===== src/rtl/rram_pkg.sv =====
// Shared types for the RRAM row controller: op / bias encodings, FSM states, request payload.
// WRITE_VERIFY_EN adds the VERIFY state used by the write-verify loop.
package rram_pkg;

    localparam int unsigned ROW_W     = 5;
    localparam int unsigned CNT_W     = 4;
    localparam int unsigned MAX_RETRY = 3;

    typedef enum logic [1:0] {
        OP_READ  = 2'b00,
        OP_SET   = 2'b01,
        OP_RESET = 2'b10,
        OP_RSVD  = 2'b11
    } op_t;

    typedef enum logic [1:0] {
        WL_IDLE  = 2'b00,
        WL_READ  = 2'b01,
        WL_SET   = 2'b10,
        WL_RESET = 2'b11
    } wl_t;

    typedef enum logic [2:0] {
        ST_IDLE,
        ST_SETUP,
        ST_PULSE,
        ST_SETTLE
`ifdef WRITE_VERIFY_EN
        , ST_VERIFY
`endif
    } state_t;

    typedef struct packed {
        op_t              op;
        logic [ROW_W-1:0] row;
    } req_t;

    // Word-line bias that goes with an operation
    function automatic wl_t op_bias(op_t op);
        case (op)
            OP_READ:  return WL_READ;
            OP_SET:   return WL_SET;
            OP_RESET: return WL_RESET;
            default:  return WL_IDLE;
        endcase
    endfunction

endpackage


===== src/rtl/rram_row_ctrl_if.sv =====
// Request handshake between a requester (master) and the row controller (slave).
interface rram_row_ctrl_if;
    import rram_pkg::*;

    logic             req_valid;
    logic             req_ready;
    logic [1:0]       req_op;
    logic [ROW_W-1:0] req_row;

    modport master (output req_valid, output req_op, output req_row, input req_ready);
    modport slave  (input req_valid, input req_op, input req_row, output req_ready);

endinterface


===== src/rtl/rram_pulse_timer.sv =====
// Down-counter for PULSE / SETTLE phases: load takes width-1, stops at zero.
module rram_pulse_timer
    import rram_pkg::*;
(
    input  logic             clk,
    input  logic             rst_n,
    input  logic             load,
    input  logic [CNT_W-1:0] width,
    output logic             done,
    output logic             near_c
);

    logic [CNT_W-1:0] cnt_q;

    always_ff @(posedge clk or negedge rst_n) begin
        if (!rst_n) begin
            cnt_q <= '0;
        end else if (load) begin
            cnt_q <= width - CNT_W'(1);
        end else if (cnt_q != '0) begin
            cnt_q <= cnt_q - CNT_W'(1);
        end
    end

    assign done   = (cnt_q == '0);
    // One cycle left before done: lets registered outputs anticipate the last cycle
    assign near_c = (cnt_q == CNT_W'(1));

endmodule


===== src/rtl/rram_row_ctrl.sv =====
// RRAM row controller: sequences SETUP / PULSE / SETTLE on one word line per request.
// Define WRITE_VERIFY_EN to read back every SET/RESET and retry up to MAX_RETRY writes.
module rram_row_ctrl
    import rram_pkg::*;
#(
    parameter int unsigned PULSE_RD = 4,
    parameter int unsigned PULSE_WR = 8,
    parameter int unsigned SETTLE   = 2
) (
    input  logic             clk,
    input  logic             rst_n,
    rram_row_ctrl_if.slave   req,
    output logic             dec_en,
    output logic [ROW_W-1:0] dec_din,
    output logic [1:0]       wl_mode,
    output logic             sa_strobe,
    input  logic             sa_bit,
    output logic             rd_valid,
    output logic             rd_data,
    output logic             err
);

    state_t           state_q, state_d;
    req_t             req_c;
    op_t              op_q, op_d;
    logic [ROW_W-1:0] row_d;
    logic             ready_q, ready_d, accept_c, rd_phase_d;
    logic             dec_en_d, sa_strobe_d, rd_valid_d, rd_data_d, err_d;
    wl_t              wl_mode_d;
    logic             tmr_load_c, tmr_done, tmr_near_c;
    logic [CNT_W-1:0] tmr_width_c;
`ifdef WRITE_VERIFY_EN
    logic             vfy_q, vfy_d;
    logic [1:0]       tries_q, tries_d;
    logic             last_try_c, pass_now_c, pass_q_c;

    assign last_try_c = (tries_q == 2'(MAX_RETRY));
    assign pass_now_c = (sa_bit  == (op_q == OP_SET));
    assign pass_q_c   = (rd_data == (op_q == OP_SET));
`endif

    assign req_c         = '{op: op_t'(req.req_op), row: req.req_row};
    assign accept_c      = req.req_valid && ready_q;
    assign req.req_ready = ready_q;

    rram_pulse_timer u_timer (
        .clk    (clk),
        .rst_n  (rst_n),
        .load   (tmr_load_c),
        .width  (tmr_width_c),
        .done   (tmr_done),
        .near_c (tmr_near_c)
    );

    // State and registered outputs
    always_ff @(posedge clk or negedge rst_n) begin
        if (!rst_n) begin
            state_q   <= ST_IDLE;
            op_q      <= OP_READ;
            ready_q   <= 1'b0;
            dec_en    <= 1'b0;
            dec_din   <= '0;
            wl_mode   <= WL_IDLE;
            sa_strobe <= 1'b0;
            rd_valid  <= 1'b0;
            rd_data   <= 1'b0;
            err       <= 1'b0;
`ifdef WRITE_VERIFY_EN
            vfy_q     <= 1'b0;
            tries_q   <= '0;
`endif
        end else begin
            state_q   <= state_d;
            op_q      <= op_d;
            ready_q   <= ready_d;
            dec_en    <= dec_en_d;
            dec_din   <= row_d;
            wl_mode   <= wl_mode_d;
            sa_strobe <= sa_strobe_d;
            rd_valid  <= rd_valid_d;
            rd_data   <= rd_data_d;
            err       <= err_d;
`ifdef WRITE_VERIFY_EN
            vfy_q     <= vfy_d;
            tries_q   <= tries_d;
`endif
        end
    end

    // Next state
    always_comb begin
        state_d = state_q;
        case (state_q)
            ST_IDLE:   if (accept_c && req_c.op != OP_RSVD) state_d = ST_SETUP;
            ST_SETUP:  state_d = ST_PULSE;
            ST_PULSE:  if (tmr_done) state_d = ST_SETTLE;
            ST_SETTLE: if (tmr_done) begin
                state_d = ST_IDLE;
`ifdef WRITE_VERIFY_EN
                if (!vfy_q && op_q != OP_READ)              state_d = ST_VERIFY;
                else if (vfy_q && !pass_q_c && !last_try_c) state_d = ST_SETUP;
`endif
            end
`ifdef WRITE_VERIFY_EN
            ST_VERIFY: state_d = ST_PULSE;
`endif
            default:   state_d = ST_IDLE;
        endcase
    end

    // Output / datapath next values, registered above so every output is a flop
    always_comb begin
        op_d  = op_q;
        row_d = dec_din;
        if (accept_c && req_c.op != OP_RSVD) begin
            op_d  = req_c.op;
            row_d = req_c.row;
        end
`ifdef WRITE_VERIFY_EN
        vfy_d   = vfy_q;
        tries_d = tries_q;
        if (accept_c) begin
            vfy_d   = 1'b0;
            tries_d = 2'd1;
        end else if (state_d == ST_VERIFY) begin
            vfy_d = 1'b1;
        end else if (state_q == ST_SETTLE && state_d == ST_SETUP) begin
            vfy_d   = 1'b0;
            tries_d = tries_q + 2'd1;
        end
        rd_phase_d = (op_d == OP_READ) || vfy_d;
`else
        rd_phase_d = (op_d == OP_READ);
`endif
        ready_d   = (state_d == ST_IDLE);
        dec_en_d  = (state_d == ST_PULSE);
        wl_mode_d = WL_IDLE;
        if (state_d != ST_IDLE && state_d != ST_SETTLE) begin
            wl_mode_d = rd_phase_d ? WL_READ : op_bias(op_d);
        end

        tmr_load_c  = (state_d != state_q) && (state_d == ST_PULSE || state_d == ST_SETTLE);
        tmr_width_c = CNT_W'(SETTLE);
        if (state_d == ST_PULSE) begin
            tmr_width_c = rd_phase_d ? CNT_W'(PULSE_RD) : CNT_W'(PULSE_WR);
        end

        // Strobe lands on the last read-pulse cycle; sa_bit is captured at its closing edge
        sa_strobe_d = dec_en_d && rd_phase_d &&
                      ((state_q != ST_PULSE) ? (PULSE_RD == 1) : tmr_near_c);
        rd_data_d   = (state_q == ST_PULSE && sa_strobe) ? sa_bit : rd_data;

        rd_valid_d = 1'b0;
        err_d      = accept_c && (req_c.op == OP_RSVD);
        if (state_q == ST_PULSE && tmr_done) begin
            rd_valid_d = (op_q == OP_READ);
`ifdef WRITE_VERIFY_EN
            if (vfy_q && (pass_now_c || last_try_c)) begin
                rd_valid_d = 1'b1;
                err_d      = !pass_now_c;
            end
`endif
        end
    end

endmodule


===== src/flat_wrapper.sv =====
// flat-port wrapper written by rule: the top's interface ports become plain ports
module rram_row_ctrl_flat import rram_pkg::*;
#(
    parameter int unsigned PULSE_RD = 4,
    parameter int unsigned PULSE_WR = 8,
    parameter int unsigned SETTLE   = 2
)
  (clk, rst_n, dec_en, dec_din, wl_mode, sa_strobe, sa_bit, rd_valid, rd_data, err, req_req_valid, req_req_op, req_req_row, req_req_ready);
  rram_row_ctrl_if req_i ();
  input  logic clk;
  input  logic rst_n;
  output logic dec_en;
  output logic [ROW_W-1:0] dec_din;
  output logic [1:0] wl_mode;
  output logic sa_strobe;
  input  logic sa_bit;
  output logic rd_valid;
  output logic rd_data;
  output logic err;
  input wire logic [$bits(req_i.req_valid)-1:0] req_req_valid;
  input wire logic [$bits(req_i.req_op)-1:0] req_req_op;
  input wire logic [$bits(req_i.req_row)-1:0] req_req_row;
  output wire logic [$bits(req_i.req_ready)-1:0] req_req_ready;
  assign req_i.req_valid = req_req_valid;
  assign req_i.req_op = req_req_op;
  assign req_i.req_row = req_req_row;
  assign req_req_ready = req_i.req_ready;
  rram_row_ctrl #(.PULSE_RD(PULSE_RD), .PULSE_WR(PULSE_WR), .SETTLE(SETTLE)) u_core (.clk(clk), .rst_n(rst_n), .req(req_i), .dec_en(dec_en), .dec_din(dec_din), .wl_mode(wl_mode), .sa_strobe(sa_strobe), .sa_bit(sa_bit), .rd_valid(rd_valid), .rd_data(rd_data), .err(err));
endmodule

===== config.mk =====
export PLATFORM = sky130hd
export DESIGN_NAME = rram_row_ctrl_flat
export DESIGN_NICKNAME = d
export VERILOG_FILES = /design/src/rtl/rram_pkg.sv /design/src/rtl/rram_row_ctrl_if.sv /design/src/rtl/rram_pulse_timer.sv /design/src/rtl/rram_row_ctrl.sv /design/src/flat_wrapper.sv
export SDC_FILE = /design/constraint.sdc
export NUM_CORES = 1
export LEC_CHECK = 0
export BUFFER_PORTS_ARGS = -buffer_cell sky130_fd_sc_hd__buf_2
export CAP_MARGIN = 20
export CELL_PAD_IN_SITES_DETAIL_PLACEMENT = 1
export CELL_PAD_IN_SITES_GLOBAL_PLACEMENT = 1
export CORE_MARGIN = 2
export CORE_UTILIZATION = 36
export CTS_CLUSTER_DIAMETER = 80
export DETAILED_ROUTE_END_ITERATION = 16
export HOLD_SLACK_MARGIN = 0.06
export PLACE_DENSITY_LB_ADDON = 0.1
export SLEW_MARGIN = 0
export SYNTH_ARGS = -nofsm -noshare
export SYNTH_HDL_FRONTEND = slang
export SYNTH_HIERARCHICAL = 1
export SYNTH_SLANG_ARGS = --single-unit

===== constraint.sdc =====
create_clock -name clk -period 2 [get_ports clk]
set_input_delay 0.1 -clock clk [delete_from_list [all_inputs] [get_ports clk]]
set_output_delay 0.1 -clock clk [all_outputs]
set_load 0.1 [all_outputs]

==> results list, run 1 <==
* Run status: finished clean
- Data arrival time of the critical path: around 2200 ps
* Share of cells above drive strength 1: ~44%
* Clk_skew: around 3.4 ps
- The detail route stage leaves a number of antenna-violating nets equal to 0.
* Routed met2 length: roughly 1300 um
- Count of nets after finishing: ~150
* Cell at the slowest stage of the critical path: sky130_fd_sc_hd__dfrtp_1
- Quantity of I/O buffers inserted on ports: 23
- H-tree lvl count: 1
* Number of sinks handled by clock tree synthesis: 22
* # Max-Cap Violations: 0
- For this block, wires on met1 add up to 1010 um.
- Classification of the worst setup path: flip-flop to flip-flop
* Area of the mapped netlist: roughly 1100 um2
- For this block, the via count after detailed routing is between 800 and 900.
* Kind of start point of the critical path: flip-flop
* Largest cells by area after synthesis: sky130_fd_sc_hd__dfrtp_1 (52%), sky130_fd_sc_hd__mux2_2 (6.4%), sky130_fd_sc_hd__ha_1 (4.8%), sky130_fd_sc_hd__mux2i_1 (2.9%), sky130_fd_sc_hd__nor2_1 (2.9%)
* CP Capture Type: flip-flop
* Placement-stage worst setup slack: -39.1 ps
- Wire length on met3: roughly 85 um
* Highest fanout seen on the critical path: 4
- The total area inside the core boundary comes to 2760 um2.
- The critical path contains buffers and inverters numbering 2 combined.
- Wire length of the first global-routing pass: ~3800 um
* Mean instance size in the synthesized netlist: 11.7 um2
- Vias in the first global route: around 880
- Power spread over the standard cell area amounts to 1170 nW/um2.
- After detailed routing, the average wire length per cell comes to 14.2 um.
- Static timing analysis puts the maximum clock frequency at 512 MHz.
- In this run the biggest area consumer among cell types represents a little over half of the synthesized area.
* Clock-pin slew on the worst setup and hold paths: 120 ps
- Number of iterations in the first detailed-routing pass: 2
- Max-slew violation count: 0
* Grt ovf: 0
- Iter 0 DRT Violations: 7
- After detailed routing, the number of remaining DRC violations is 0.
- Clock root buffer master: sky130_fd_sc_hd__clkbuf_4
- Cell Chain, Critical Path: inv_2, ha_4, nor3b_4, or3b_1, a21o_1, inv_2, ha_4, a221oi_2
- The path class of the tightest hold or removal check is input pin to flip-flop.
- Synthesis produced 90 cells.
- Using the TritonRoute via totals, the vias-per-cell ratio works out to ~5.
- Number of clock buffers inserted by TritonCTS: 3
- Routability congestion estimate from global placement: roughly 0.73
* Total GRT Usage: approximately 15%
- TritonCTS clock tree: yes
- Peak ir drop on the vdd network: ~0.90 mV
- Sequential fraction of the synthesis area: between 50% and 60%
- After floorplanning, the core was divided into 19 placement rows.
- The die covers between 3000 and 4000 um2.
- Ports placed on the boundary: 24
* Library cells used by synthesis: 33
- After layout, the minimum clock period comes to 1950 ps.
- Register bit count reported by yosys: 22
* Most frequent standard cell in the layout excluding fill and tap cells: sky130_fd_sc_hd__buf_2
- Placed wire-length estimate after detailed placement: 1600 um
* CTS Buffer Depth: 2
- Area growth from synthesis to layout: 36.0%
- Largest area contributor in the synthesized netlist: sky130_fd_sc_hd__dfrtp_1
* Die extent in y: around 58 um
- Worst path max stage delay: roughly 400 ps
- Most frequent cells in the layout: sky130_fd_sc_hd__buf_2 (23), sky130_fd_sc_hd__dfrtp_1 (21), sky130_fd_sc_hd__buf_4 (9)
- In the final layout, the multi-input gates occupy between 500 and 600 um2.
- Setup violations remaining at the end of the flow were counted as 0.
- In this design, the largest share of critical-path delay is due to simple AND/OR/NAND/NOR gates.
* Leakage power of the design: between 0.0006 and 0.0007 uW
* Placed Area: between 1000 and 1500 um2
- Diodes inserted: 0
- Post-layout instance area: about 1400 um2
- Warning count from the yosys run: 6
- Fill cell total of the finished layout: 310
- Clk Latency, worst-skew pair: around 300 ps
- Final hold viol count: 0
* Required time of the critical path: 2220 ps
* DRT Wirelength: around 2400 um
* Largest net degree at the start of global routing: 23
- Smallest setup slack after layout: between 40 and 50 ps
* Number of antenna violations at the first check in global routing: 0
- In this run the register-to-register setup slack is ~48 ps.
* Top metal layer carrying routed signals: met4
- Die W: approximately 58 um
- Summing all flip-flop and latch instances after layout gives approximately 550 um2.
- The final critical path takes up ~100% of the cycle.
- Initial core utilization: a little under two fifths
[cell usage after synthesis]
library cell,count
sky130_fd_sc_hd__a221oi_1,1
sky130_fd_sc_hd__xnor2_1,3
sky130_fd_sc_hd__inv_1,7
sky130_fd_sc_hd__a31oi_1,1
sky130_fd_sc_hd__or4b_1,1
sky130_fd_sc_hd__and3b_2,2
sky130_fd_sc_hd__mux2_2,6
sky130_fd_sc_hd__a21o_1,1
sky130_fd_sc_hd__nor2b_1,1
sky130_fd_sc_hd__o22ai_1,1
sky130_fd_sc_hd__o22a_2,2
sky130_fd_sc_hd__nor3b_4,1
sky130_fd_sc_hd__a211o_1,1
sky130_fd_sc_hd__dfrtp_1,22
sky130_fd_sc_hd__a21boi_2,1
sky130_fd_sc_hd__and3_1,2
sky130_fd_sc_hd__clkbuf_1,1
sky130_fd_sc_hd__nand3b_1,2
sky130_fd_sc_hd__nand2_2,1
sky130_fd_sc_hd__or3b_1,1
sky130_fd_sc_hd__ha_1,4
sky130_fd_sc_hd__mux2i_1,3
sky130_fd_sc_hd__nor3b_1,3
sky130_fd_sc_hd__nor3_1,4
sky130_fd_sc_hd__a21oi_2,1
sky130_fd_sc_hd__nand4_1,1
sky130_fd_sc_hd__and4b_1,1
sky130_fd_sc_hd__a21oi_1,2
sky130_fd_sc_hd__nor2_1,8
sky130_fd_sc_hd__conb_1,1
sky130_fd_sc_hd__nand3_1,1
sky130_fd_sc_hd__nand2_1,2
sky130_fd_sc_hd__nand2b_1,1
[where the power goes]
| part | switching [uW] | internal, uW | leakage (uW) |
|---|---|---|---|
| logic | 496 | 315 | 0.000393 |
| clock network | 136 | 111 | 0.0000210 |
| registers | 78.7 | 533 | 0.000272 |
| total | 710 | 959 | 0.000686 |
[area by class of cell]
class / count / share of cell area (%)
multi-input cells: 63 / 36.6
repair buffers: 39 / 17.7
well taps: 31 / 2.71
flip-flops and latches: 22 / 38.6
clock buffers: 4 / 2.54
inverters: 7 / 1.84
[layer usage]
layer | GRT usage [%] | vias up
li1 | - | 401
met1 | 19.3 | 413
met2 | 25.2 | 21
met3 | 2.01 | 2
met4 | 5.98 | 0
met5 | 0 | -
[what timing repair did]
action / 4_1_cts / 5_1_grt
setup buffers: 1 / 2
hold endpoints to repair: 28 / 0
hold buffers: 7 / 0
resized for setup: 2 / 7
pin swaps: 3 / 3
setup endpoints to repair: 1 / 3
[state kept, by name, summed over array words and instances, names as in the netlist]
register and cells:
u_core/dec_din 5, u_core/err 1, u_core/state_q 3, u_core/wl_mode 2, u_core/dec_en 1, u_core/sa_strobe 1
u_core/u_timer/cnt_q 4, u_core/op_q 2, u_core/req.req_ready 1, u_core/rd_data 1, u_core/rd_valid 1
[kinds of logic after synthesis]
family / share of synthesized area [%]
and+or+nand+nor: 19.5
DFF: 52.4
AOI/OAI and AO/OA: 8.33
muxes: 9.29
buffers and inverters: 2.86
adders and majority gates: 4.76
xor gates and xnor gates: 2.50
other: 0.357
[worst paths after layout]
kind | end | startpoint | depth (start not counted)
setup / recovery | u_core/u_timer/cnt_q[1] | u_core/u_timer/cnt_q[1] | 8
hold / removal | u_core/op_q[1] | req_req_op[1] | 2
setup reg to reg | u_core/u_timer/cnt_q[1] | u_core/u_timer/cnt_q[1] | 8
hold reg to reg | u_core/dec_din[3] | u_core/dec_din[3] | 1
max in group asynchronous | u_core/req.req_ready | rst_n | 2
min in group asynchronous | u_core/op_q[1] | rst_n | 2
[metrics by stage]
| stage | setup TNS, ps | hold WS, ps | instances | power [uW] | utilization [%] |
|---|---|---|---|---|---|
| 2_1_floorplan | 0 | -196 | 93 | 1130 | - |
| 3_3_place_gp | 0 | 96.1 | 152 | 1300 | 45.7 |
| 3_5_place_dp | -39.1 | 93.4 | 152 | 1320 | 45.7 |
| 4_1_cts | 0 | 65.8 | 164 | 1610 | 50.1 |
| 5_1_grt | -83.9 | 76.5 | 166 | 1780 | 51.8 |
| 6_report | 0 | 76.8 | 166 | 1670 | 51.8 |
Note: power is estimated with default switching activity, not from simulation.
==> run 2, diff against run 1 <==
--- a/config.mk
+++ b/config.mk
@@ -5,12 +5,13 @@
 export SDC_FILE = /design/constraint.sdc
 export NUM_CORES = 1
 export LEC_CHECK = 0
+export ABC_AREA = 1
 export BUFFER_PORTS_ARGS = -buffer_cell sky130_fd_sc_hd__buf_2
 export CAP_MARGIN = 20
 export CELL_PAD_IN_SITES_DETAIL_PLACEMENT = 1
 export CELL_PAD_IN_SITES_GLOBAL_PLACEMENT = 1
 export CORE_MARGIN = 2
-export CORE_UTILIZATION = 36
+export CORE_UTILIZATION = 35
 export CTS_CLUSTER_DIAMETER = 80
 export DETAILED_ROUTE_END_ITERATION = 16
 export HOLD_SLACK_MARGIN = 0.06
==> results list, run 2 <==
* Primary FF master, synth: sky130_fd_sc_hd__dfrtp_1
- The via count of the first global-routing pass was roughly 1000.
* TritonCTS clock tree: yes
- CP Capture Type: flip-flop
- The worst register-to-register path has a setup slack of around 80 ps.
- The cell family contributing the most delay on the critical path is simple AND/OR/NAND/NOR gates.
- Number of sinks handled by clock tree synthesis: 22
- The final number of max-transition violations was 0.
* Worst-case hold path end point: u_core/op_q[0]
- Routability-driven placement finished with a final weighted congestion of around 0.85.
- In this run, synthesis produced a sequential element count of 22.
* Maximum frequency from static timing analysis: around 520 MHz
- The floorplan step defined a die boundary enclosing ~3700 um2.
- Placement-stage worst setup slack: -55.5 ps
- IR analysis of the VDD net gives a maximum drop of between 0.4 and 0.5 mV.
- Number of clock buffers inserted by TritonCTS: 3
* Vias: ~1000
* Reg-to-reg critical path startpoint: u_core/u_timer/cnt_q[0]
* Hold Crit Class: input pin to flip-flop
* H-tree lvl count: 1
- Fraction of synthesis flops using an asynchronous set or reset pin: between 90% and 100%
- In the layout the commonest cells are sky130_fd_sc_hd__nand2_1 (40), sky130_fd_sc_hd__buf_2 (23), sky130_fd_sc_hd__dfrtp_1 (21).
- For this run, the slowest stage of the critical path takes around 420 ps.
- Switching share of power: 46.4%
* Required time of the critical path: ~2300 ps
- From bottom edge to top edge, the die measures 60.8 um.
- In this run the biggest area consumer among cell types represents between 40% and 50% of the synthesized area.
- Clock-pin slew on the worst setup and hold paths: 120 ps
* Most frequent standard cell in the layout excluding fill and tap cells: sky130_fd_sc_hd__nand2_1
* Share of cells above drive strength 1: a little under two fifths
* Detail-routed via count per cell: 4.51
- Fill cell total of the finished layout: about 410
* Kind of start point of the critical path: flip-flop
* Clk_skew: 3.15 ps
- Quantity of I/O buffers inserted on ports: 23
- Final Util: just over 50%
- Final antenna-violating net count: 0
* Total GRT Usage: between 15 and 20%
* Initial core utilization: a little under two fifths
- CTS Buffer Depth: 2
* # Max-Cap Violations: 0
- Smallest setup slack after layout: approximately 78 ps
* Largest cells by area after synthesis: sky130_fd_sc_hd__dfrtp_1 (49%), sky130_fd_sc_hd__nand2_1 (14%), sky130_fd_sc_hd__nor2_1 (6.3%), sky130_fd_sc_hd__inv_1 (5.6%), sky130_fd_sc_hd__ha_1 (4.4%)
- Largest area contributor in the synthesized netlist: sky130_fd_sc_hd__dfrtp_1
* Net load switching power: around 840 uW
* Min-Delay Startpoint: req_req_op[0]
- Ratio of final minimum period to clock period: 96.1%
* Register containing the most flip-flops in the final layout: u_core/dec_din
- Area of the mapped netlist: roughly 1100 um2
- Wire length of the first global-routing pass: between 4000 and 5000 um
- Setup violations remaining at the end of the flow were counted as 0.
* DRT Wirelength: 2830 um
- Portion of total power attributed to combinational logic: 52.4%
- The critical path goes through inv_2, ha_4, nand2_4, nor2_4, nand3b_1, nand2_2, nor2_4, nand2_4, inv_2, ha_4, o21ai_2, nand2_1, o21ai_1.
- Iter 0 DRT Violations: 17
* Clock root buffer master: sky130_fd_sc_hd__clkbuf_4
- Portion of total power attributed to sequential cells: about a third
* Average wire length per cell after detail routing: about 12 um
* Leakage power of the design: approximately 0.00084 uW
- The largest registers in the layout are u_core/dec_din x5, u_core/u_timer/cnt_q x4, u_core/state_q x3.
- The average instance in the mapped netlist occupies 8.14 um2.
- Final hold viol count: 0
* Number of enable flip-flop cells after synthesis: 0
- Ports placed on the boundary: 24
- Detailed placement finished with a half-perimeter wire length of slightly above 2000 um.
- RSZ-0062 raised after global routing: true
* Count of nets after finishing: ~200
* Worst Path Buf+Inv: 2
- Data arrival time of the critical path: between 2000 and 2500 ps
* Worst reg2reg path depth: 13
* Cell at the slowest stage of the critical path: sky130_fd_sc_hd__dfrtp_1
* Area growth from synthesis to layout: 37.4%
- Of all nets on the critical path, the largest fanout is 5.
* Floorplan core area: about 3000 um2
- Yosys mapped the design onto 23 distinct sky130hd cell types.
- The run finished with clean final reports.
* Classification of the worst setup path: flip-flop to flip-flop
- Clk Latency, worst-skew pair: 310 ps
- Number of iterations in the first detailed-routing pass: 4
- The clock network burns ~14% of the power.
* Number of core rows: 20
- Remaining routing DRC violations: 0
- The worst hold path was traced through 3 stages.
- Most used standard cell by instance count after synthesis: sky130_fd_sc_hd__nand2_1
- After technology mapping, the gate count stands at 139.
* Number of antenna violations at the first check in global routing: 0
- During synthesis, Yosys emitted a total of 6 warnings.
- In this run the critical register-to-register path is captured at u_core/u_timer/cnt_q[1].
- In the synthesized netlist, the cells that appear most often are sky130_fd_sc_hd__nand2_1 (41), sky130_fd_sc_hd__dfrtp_1 (22), sky130_fd_sc_hd__nor2_1 (19), sky130_fd_sc_hd__inv_1 (17), sky130_fd_sc_hd__nor2_2 (5).
- Power density of the placed cells: about 1200 nW/um2
- In this run the horizontal extent of the chip is 60.8 um.
* Flip-flop count of the largest register after layout: 5
- P_int: between 900 and 1000 uW
* Grt ovf: 0
- After layout, the minimum clock period comes to ~1900 ps.
- The number of antenna diodes in the final layout is 0.
- Entering global routing, the biggest net connects 23 pins.
* Sequential fraction of the synthesis area: about half
[run 2: worst max-delay path by stage]
stage / slack, ps / cells past startpoint / startpoint / endpoint
floorplan: 3 / 14 / u_core/req.req_ready / u_core/u_timer/cnt_q[3]
global placement: 30 / 13 / u_core/u_timer/cnt_q[0] / u_core/u_timer/cnt_q[1]
detailed placement: -60 / 13 / u_core/u_timer/cnt_q[0] / u_core/u_timer/cnt_q[1]
CTS: 10 / 13 / u_core/u_timer/cnt_q[0] / u_core/u_timer/cnt_q[1]
global route: -70 / 13 / u_core/u_timer/cnt_q[0] / u_core/u_timer/cnt_q[1]
finish: 80 / 13 / u_core/u_timer/cnt_q[0] / u_core/u_timer/cnt_q[1]
[run 2: kinds of logic after synthesis]
kind of cell / synth area share [%]
simple gates: 34.8
flops: 48.7
buf+inv: 6.97
compound gates: 3.98
fa+ha+maj: 4.42
xor+xnor: 0.774
other cells: 0.332
[run 2: what timing repair did]
item                                   in CTS  in global routing
endpoints found under the hold margin      29                  0
pin swaps                                   5                  9
hold buffers                                8                  0
setup buffers                               3                  5
resized for setup                           4                  7
setup endpoints to repair                   3                  4
[run 2: final cells by class]
class | instances | area (um2) | share of cell area, %
inverter | 21 | 78.8 | 5.07
timing repair buffer | 42 | 278 | 17.9
sequential | 22 | 554 | 35.7
clock buffer | 4 | 36.3 | 2.33
tap | 44 | 55.1 | 3.54
multi-input combinational | 97 | 552 | 35.5
[run 2: tightest hold or removal path, stage by stage]
cell	delay [ps]
sky130_fd_sc_hd__buf_2	90
sky130_fd_sc_hd__o22ai_1	130
sky130_fd_sc_hd__inv_1	70
[run 2: per-layer routing]
layer | vias up | part of all wire [%] | GRT usage (%)
met5 | - | 0 | 0
met4 | 0 | 1.7 | 7.45
met3 | 4 | 2.9 | 2.56
met2 | 19 | 51 | 30.4
met1 | 504 | 45 | 18.6
li1 | 511 | - | -
[run 2: power by group through the flow]
stage	clock, uW	combinational, uW	sequential (uW)
after global placement	0	762	614
after detailed placement	0	784	618
final	246	944	612
after floorplan	0	347	873
after global routing	276	1020	626
after CTS	259	859	610
[run 2: metrics by stage]
stage,total power (uW),cells,area [um2],hold slack [ps],setup TNS [ps]
5_1_grt,1930,230,1550,97.1,-149
4_1_cts,1730,225,1490,75.3,0
6_report,1800,230,1550,104,0
2_1_floorplan,1220,140,1140,-196,0
3_5_place_dp,1400,210,1330,97.4,-111
3_3_place_gp,1380,210,1330,102,0
